==> src/rtl/id_stage_sb.sv <==
// ARM decode stage: register file, per-register pending-write scoreboard,
// flag-hazard counter and an elastic valid/ready output register.
module id_stage_sb #(
  parameter int DATA_W   = 32,
  parameter int NUM_REGS = 16,
  parameter int CNT_W    = 2,
  localparam int RI_W    = $clog2(NUM_REGS)
) (
  input  logic              clk,
  input  logic              rst,
  input  logic              in_valid,
  output logic              in_ready,
  input  logic [DATA_W-1:0] pc_in,
  input  logic [31:0]       instruction,
  input  logic [3:0]        status,
  input  logic              flag_wb,
  input  logic              wb_en,
  input  logic [RI_W-1:0]   wb_dest,
  input  logic [DATA_W-1:0] wb_data,
  input  logic              flush,
  output logic              out_valid,
  input  logic              out_ready,
  output logic [DATA_W-1:0] pc,
  output logic [DATA_W-1:0] reg1,
  output logic [DATA_W-1:0] reg2,
  output logic [3:0]        alu_cmd,
  output logic [RI_W-1:0]   dest,
  output logic [23:0]       imm24,
  output logic [11:0]       shift_op,
  output logic              status_en,
  output logic              mem_read,
  output logic              mem_write,
  output logic              wb_en_out,
  output logic              branch,
  output logic              imm_i
);

  logic [DATA_W-1:0] regs [NUM_REGS];
  logic [CNT_W-1:0]  cnt [NUM_REGS];
  logic [CNT_W-1:0]  cnt_nxt [NUM_REGS];
  logic [CNT_W-1:0]  flag_cnt, flag_nxt;
  logic [NUM_REGS-1:0] inc_v, wbd_v, fld_v, cnt_uflow;
  logic flag_uflow;

  logic [3:0] cond, opcode;
  logic [1:0] mode;
  logic i_bit, s_bit;
  logic [RI_W-1:0] rn, rd, rm, src2;

  assign cond   = instruction[31:28];
  assign mode   = instruction[27:26];
  assign i_bit  = instruction[25];
  assign opcode = instruction[24:21];
  assign s_bit  = instruction[20];
  assign rn     = RI_W'(instruction[19:16]);
  assign rd     = RI_W'(instruction[15:12]);
  assign rm     = RI_W'(instruction[3:0]);

  logic [3:0] alu_d;
  logic wb_d, st_d, mr_d, mw_d, br_d, use1, use2;

  always_comb begin
    alu_d = '0;
    wb_d  = 1'b0;
    st_d  = 1'b0;
    mr_d  = 1'b0;
    mw_d  = 1'b0;
    br_d  = 1'b0;
    use1  = 1'b0;
    use2  = 1'b0;
    case (mode)
      2'b00: begin
        st_d = s_bit;
        use1 = (opcode != 4'b1101) && (opcode != 4'b1111);
        use2 = ~i_bit;
        wb_d = 1'b1;
        case (opcode)
          4'b1101: alu_d = 4'b0001;
          4'b1111: alu_d = 4'b1001;
          4'b0100: alu_d = 4'b0010;
          4'b0101: alu_d = 4'b0011;
          4'b0010: alu_d = 4'b0100;
          4'b0110: alu_d = 4'b0101;
          4'b0000: alu_d = 4'b0110;
          4'b1100: alu_d = 4'b0111;
          4'b0001: alu_d = 4'b1000;
          4'b1010: begin alu_d = 4'b0100; wb_d = 1'b0; end
          4'b1000: begin alu_d = 4'b0110; wb_d = 1'b0; end
          default: wb_d = 1'b0;
        endcase
      end
      2'b01: begin
        alu_d = 4'b0010;
        use1  = 1'b1;
        if (s_bit) begin
          mr_d = 1'b1;
          wb_d = 1'b1;
        end else begin
          mw_d = 1'b1;
          use2 = 1'b1;
        end
      end
      2'b10:   br_d = 1'b1;
      default: ;
    endcase
  end

  // status = {N, Z, C, V}
  logic cond_pass;
  always_comb begin
    cond_pass = 1'b0;
    case (cond)
      4'b0000: cond_pass = status[2];
      4'b0001: cond_pass = ~status[2];
      4'b0010: cond_pass = status[1];
      4'b0011: cond_pass = ~status[1];
      4'b0100: cond_pass = status[3];
      4'b0101: cond_pass = ~status[3];
      4'b0110: cond_pass = status[0];
      4'b0111: cond_pass = ~status[0];
      4'b1000: cond_pass = status[1] & ~status[2];
      4'b1001: cond_pass = ~status[1] | status[2];
      4'b1010: cond_pass = (status[3] == status[0]);
      4'b1011: cond_pass = (status[3] != status[0]);
      4'b1100: cond_pass = ~status[2] & (status[3] == status[0]);
      4'b1101: cond_pass = status[2] | (status[3] != status[0]);
      4'b1110: cond_pass = 1'b1;
      default: cond_pass = 1'b0;
    endcase
  end

  assign src2 = mw_d ? rd : rm;

  logic [DATA_W-1:0] rd1, rd2;
  assign rd1 = (wb_en && wb_dest == rn)   ? wb_data : regs[rn];
  assign rd2 = (wb_en && wb_dest == src2) ? wb_data : regs[src2];

  logic src1_busy, src2_busy, dest_full, flag_busy, hazard;
  logic issue, undo;
  assign src1_busy = (cnt[rn] - CNT_W'(wb_en && wb_dest == rn)) != '0;
  assign src2_busy = (cnt[src2] - CNT_W'(wb_en && wb_dest == src2)) != '0;
  assign dest_full = wb_d && (cnt[rd] == {CNT_W{1'b1}});
  assign flag_busy = (cond != 4'b1110) && ((flag_cnt - CNT_W'(flag_wb)) != '0);
  assign hazard    = (use1 && src1_busy) || (use2 && src2_busy) || dest_full || flag_busy;
  assign in_ready  = ~hazard & (~out_valid | out_ready) & ~flush;
  assign issue     = in_valid & in_ready & cond_pass;
  // A flushed bundle that EX never took must return its scoreboard claims.
  assign undo      = flush & out_valid & ~out_ready;

  always_comb begin
    inc_v = '0;
    wbd_v = '0;
    fld_v = '0;
    if (issue && wb_d)      inc_v[rd]      = 1'b1;
    if (wb_en)              wbd_v[wb_dest] = 1'b1;
    if (undo && wb_en_out)  fld_v[dest]    = 1'b1;
    for (int r = 0; r < NUM_REGS; r++) begin
      cnt_nxt[r]   = cnt[r] + CNT_W'(inc_v[r]) - CNT_W'(wbd_v[r]) - CNT_W'(fld_v[r]);
      cnt_uflow[r] = ({1'b0, cnt[r]} + (CNT_W+1)'(inc_v[r]))
                     < ((CNT_W+1)'(wbd_v[r]) + (CNT_W+1)'(fld_v[r]));
    end
    flag_nxt   = flag_cnt + CNT_W'(issue && st_d) - CNT_W'(flag_wb) - CNT_W'(undo && status_en);
    flag_uflow = ({1'b0, flag_cnt} + (CNT_W+1)'(issue && st_d))
                 < ((CNT_W+1)'(flag_wb) + (CNT_W+1)'(undo && status_en));
  end

  always_ff @(posedge clk) begin
    if (rst) begin
      for (int r = 0; r < NUM_REGS; r++) begin
        regs[r] <= '0;
        cnt[r]  <= '0;
      end
      flag_cnt  <= '0;
      out_valid <= 1'b0;
      pc        <= '0;
      reg1      <= '0;
      reg2      <= '0;
      alu_cmd   <= '0;
      dest      <= '0;
      imm24     <= '0;
      shift_op  <= '0;
      status_en <= 1'b0;
      mem_read  <= 1'b0;
      mem_write <= 1'b0;
      wb_en_out <= 1'b0;
      branch    <= 1'b0;
      imm_i     <= 1'b0;
    end else begin
      if (wb_en) regs[wb_dest] <= wb_data;
      for (int r = 0; r < NUM_REGS; r++) cnt[r] <= cnt_nxt[r];
      flag_cnt <= flag_nxt;
      if (flush)          out_valid <= 1'b0;
      else if (issue)     out_valid <= 1'b1;
      else if (out_ready) out_valid <= 1'b0;
      if (issue) begin
        pc        <= pc_in;
        reg1      <= rd1;
        reg2      <= rd2;
        alu_cmd   <= alu_d;
        dest      <= rd;
        imm24     <= instruction[23:0];
        shift_op  <= instruction[11:0];
        status_en <= st_d;
        mem_read  <= mr_d;
        mem_write <= mw_d;
        wb_en_out <= wb_d;
        branch    <= br_d;
        imm_i     <= i_bit;
      end
    end
  end

  cnt_no_underflow: assert property (@(posedge clk) disable iff (rst) cnt_uflow == '0);
  flag_no_underflow: assert property (@(posedge clk) disable iff (rst) !flag_uflow);

endmodule

==> config.mk <==
export PLATFORM = sky130hd
export DESIGN_NAME = id_stage_sb
export DESIGN_NICKNAME = d
export VERILOG_FILES = /design/src/rtl/id_stage_sb.sv
export SDC_FILE = /design/constraint.sdc
export NUM_CORES = 2
export LEC_CHECK = 0
export CAP_MARGIN = 10
export CORE_MARGIN = 1
export CORE_UTILIZATION = 44
export CTS_BUF_LIST = sky130_fd_sc_hd__clkbuf_8
export DETAILED_ROUTE_END_ITERATION = 7
export SYNTH_ARGS = -nofsm -noshare
export SYNTH_HDL_FRONTEND = slang
export SYNTH_SLANG_ARGS = --single-unit
==> constraint.sdc <==
create_clock -name clk -period 5.3 [get_ports clk]
set_input_delay 0.53 -clock clk [delete_from_list [all_inputs] [get_ports clk]]
set_output_delay 0.53 -clock clk [all_outputs]
set_load 0.1 [all_outputs]
==> reports/summary.md <==
Once placement completed, the tool counted placed cells totaling 4473. Timing analysis after detailed placement gives a worst setup slack of 0.0299 ns. The count of buffers added on input and output ports is 258. After clock tree synthesis, the flow added hold-fix buffers numbering 0.

The critical path class is input port to flip-flop. At the later pin of the worst-skew pair, clock insertion delay measures 0.80 ns. Setup violations remaining at the end of the flow were counted as 0. Mean post-synth cell area: 10.8 um2. Async set or reset register ratio after synthesis: 0%. The detailed router used layers up to and including met5.

Row generation in the floorplan step produced 105 rows. The tools report the detailed route wirelength on metal3 as 11600 um. The cell count after synthesis came out at 3388. Die width: 290 um. The commonest non-fill, non-tap cell in the layout is sky130_fd_sc_hd__nand2_1. Yosys attributes the largest share of cell area to sky130_fd_sc_hd__edfxtp_1, sky130_fd_sc_hd__mux4_2, sky130_fd_sc_hd__dfxtp_1. The run gives 0.775 ns as the smallest setup slack after layout. The final layout contains 3666 nets. For the count of maximum capacitance violations, the log shows 0.

The first detailed-routing pass took 5 iterations. The worst-case clock skew came out at 0.0626 ns. The max-slew violation count is 0. In this run, synthesis produced a sequential element count of 677. The run finished with clean final reports. Yosys printed 0 warnings.

The most used flip-flop cell after synthesis is sky130_fd_sc_hd__edfxtp_1. The minimum clock period after layout came out at 4.53 ns. The detailed router finished its first iteration with 3311 violations. The number of setup buffers added after CTS is 0.

The post-synth design cell area was 36600 um2; the CTS buffer count was 116. The estimated wirelength of the detail-placed design is 74200 um, and the power density of the placed cells is 311 nW/um2. The number of clock sinks came out at 677. The leakage power total was 0.0153 uW; the worst relative slew slack was 12.6%. The area share of the largest cell type after synthesis came out at 42.0%. Entering global routing, the biggest net connects 197 pins. The H-tree was split into 3 levels.

For the via count of the first global-routing pass, the log shows 29276. At the pin with the least slew margin, the transition time is 1.31 ns. TritonCTS built the clock tree. The total area inside the core boundary comes to 82200 um2. The routed design has 131000 um of wire. The run gives 57 as the number of distinct standard cells referenced by the synthesized netlist.

The largest vdd supply drop was 186 uV. The run gives 0 as the DRC violation count after routing. After clock tree synthesis, the clock-pin slew on the worst setup and hold paths is 0.06 ns. For this design the top-level I/O count stands at 259. The design draws 13200 uW.

The tools report the critical path capture point type as a flip-flop. For the post-cts sizing count, the log shows 0. The count of flip-flops with a built-in enable after synthesis came out at 512. Timing would allow up to 221 MHz. The final critical path takes up 85.4% of the cycle.

The count of nets left with antenna violations once routing finished came out at 0. The routed length per placed instance works out to 27.9 um. For the post-route met1 wirelength, the log shows 49900 um. The smallest hold slack was 0.0815 ns. The total overflow left after global routing is 0. The tools report the total negative slack for setup checks as 0 ns. For the total routing resource utilization after global routing, the log shows 30.7%. The fraction of final layout cells sized beyond drive strength 1 was 13.8%. The cell sitting at the root of the clock tree is a sky130_fd_sc_hd__clkbuf_8. The clock passes through at most 3 buffers.

Summed over all instances, the cell type with the most area after synthesis is sky130_fd_sc_hd__edfxtp_1. At the worst endpoint, the arrival time is 5.15 ns. The portion of the post-synthesis area used by sequential elements is 51.0%, and the last weighted congestion value of the routability-driven placer is 0.895. The die covers 84300 um2.

Walking the worst path, the cells encountered are clkdlybuf4s50_1 > nor3b_2 > buf_4 > mux2_8 > mux4_2 > mux2i_1 > mux2i_1 > o211ai_4 > inv_4 > nand3_2 > buf_4 > or3_1 > fa_1 > inv_1 > ha_1 > xor2_1 > xnor2_1 > nor2_1. For this run, the slowest stage of the critical path takes 0.57 ns. The final number of hold-violating endpoints is 0, and the die extent in y is 290 um. From synthesis to final layout, the design area changed by 16.3%. For the first-pass GRT wire length, the log shows 191000 um. The top cell types in the final layout, fill and taps aside, are sky130_fd_sc_hd__nand2_1, sky130_fd_sc_hd__and2_1, sky130_fd_sc_hd__edfxtp_1.

For this configuration, the core starts out at a cell density of 44.5%. Kind of launch point of the worst setup path: an input port. After detailed routing, the met2 layer carries 64500 um of wire. Setup repair after global routing left no endpoint under its margin.

The path class of the tightest hold or removal check is input port to flip-flop. For the worst setup path, the data required time is 5.92 ns. For this design, the slowest cell found on the critical path is sky130_fd_sc_hd__fa_1.

The initial antenna violation count was 11; the top fanout value on the critical path was 10. Synthesis produced a netlist with a net count of 3533. After detailed routing, the number of vias per cell comes to 6.17. The final route contains 29014 vias. For the non-filler instance count after layout, the log shows 4700.
cells by family (layout without fill, tap and decap cells):
logic type | after synthesis | in the layout | share of synthesized area (%)
other | 0 | 6 | 0
adder cells (fa/ha/maj) | 34 | 34 | 1.51
AO/OA/AOI/OAI | 422 | 422 | 7.43
flip-flops | 677 | 677 | 51.0
multiplexers | 242 | 242 | 12.6
buffers and inverters | 358 | 594 | 4.02
AND/OR/NAND/NOR | 1609 | 1609 | 22.3
XOR/XNOR | 46 | 46 | 1.10
Yosys cell counts, types with 21 or more instances:
cell type	n
sky130_fd_sc_hd__clkbuf_1	243
sky130_fd_sc_hd__nor3_1	42
sky130_fd_sc_hd__o21ai_0	102
sky130_fd_sc_hd__nand3_1	231
sky130_fd_sc_hd__buf_2	29
sky130_fd_sc_hd__a21oi_1	136
sky130_fd_sc_hd__buf_1	45
sky130_fd_sc_hd__nor2b_1	26
sky130_fd_sc_hd__a311oi_1	97
sky130_fd_sc_hd__edfxtp_1	512
sky130_fd_sc_hd__dfxtp_1	165
sky130_fd_sc_hd__mux2i_1	59
sky130_fd_sc_hd__a211oi_1	32
sky130_fd_sc_hd__nand2_1	586
sky130_fd_sc_hd__xnor2_1	33
sky130_fd_sc_hd__buf_4	21
sky130_fd_sc_hd__nor2_1	59
sky130_fd_sc_hd__o31ai_1	32
sky130_fd_sc_hd__mux4_2	175
sky130_fd_sc_hd__and2_1	518
sky130_fd_sc_hd__and3_1	102
path summary, 6_finish.rpt:
kind | endpoint | from | slack (ns) | cells after the start
setup / recovery | cnt[15][1] | instruction[26] | 0.77 | 18
hold / removal | imm24[17] | instruction[17] | 0.08 | 3
setup reg to reg | cnt[15][1] | cnt[15][0] | 0.79 | 16
hold reg to reg | alu_cmd[2] | alu_cmd[2] | 0.46 | 2
area by class of cell:
type	count	area, um2
clock buffer	134	1840
fill	7197	39700
antenna	6	15.0
sequential	677	18700
timing repair buffer	357	3400
multi-input combinational	2353	16700
tap	1070	1340
inverter	16	62.6
clock inverter	87	520
power by group:
part	switching, uW	leakage, uW	internal [uW]
Sequential	167	0.00624	5990
Clock	2330	0.00136	2520
Combinational	1490	0.00766	728
stage by stage:
step                      utilization (%)  area, um2
final                                51.7      42500
after global routing                 51.7      42500
after CTS                            51.7      42500
after detailed placement             48.8      40200
after global placement               48.8      40200
after floorplan                         -      36600
per-layer routing:
metal  up-vias  GRT usage [%]
met3       326           6.00
met5         -              0
met2      1651           52.8
met1     14530           37.8
met4         4           12.3
li1      12503              -
worst max-delay path: cells and delay by family:
kind                       cells  cell delay (ns)
muxes                          4             1.38
buffers and inverters          5             1.11
and+or+nand+nor                4             0.94
adders and majority gates      2             0.75
xor gates and xnor gates       2             0.30
AOI/OAI and AO/OA              1             0.14
sequential cells by signal (all words and copies together) (netlist names):
name,flops
dest,3
wb_en_out,1
branch,1
status_en,1
mem_read,1
regs,512
alu_cmd,4
reg1,32
out_valid,1
imm24,21
flag_cnt,2
cnt,32
pc,32
reg2,32
mem_write,1
imm_i,1
No activity file was read; power rests on OpenSTA's default activity.
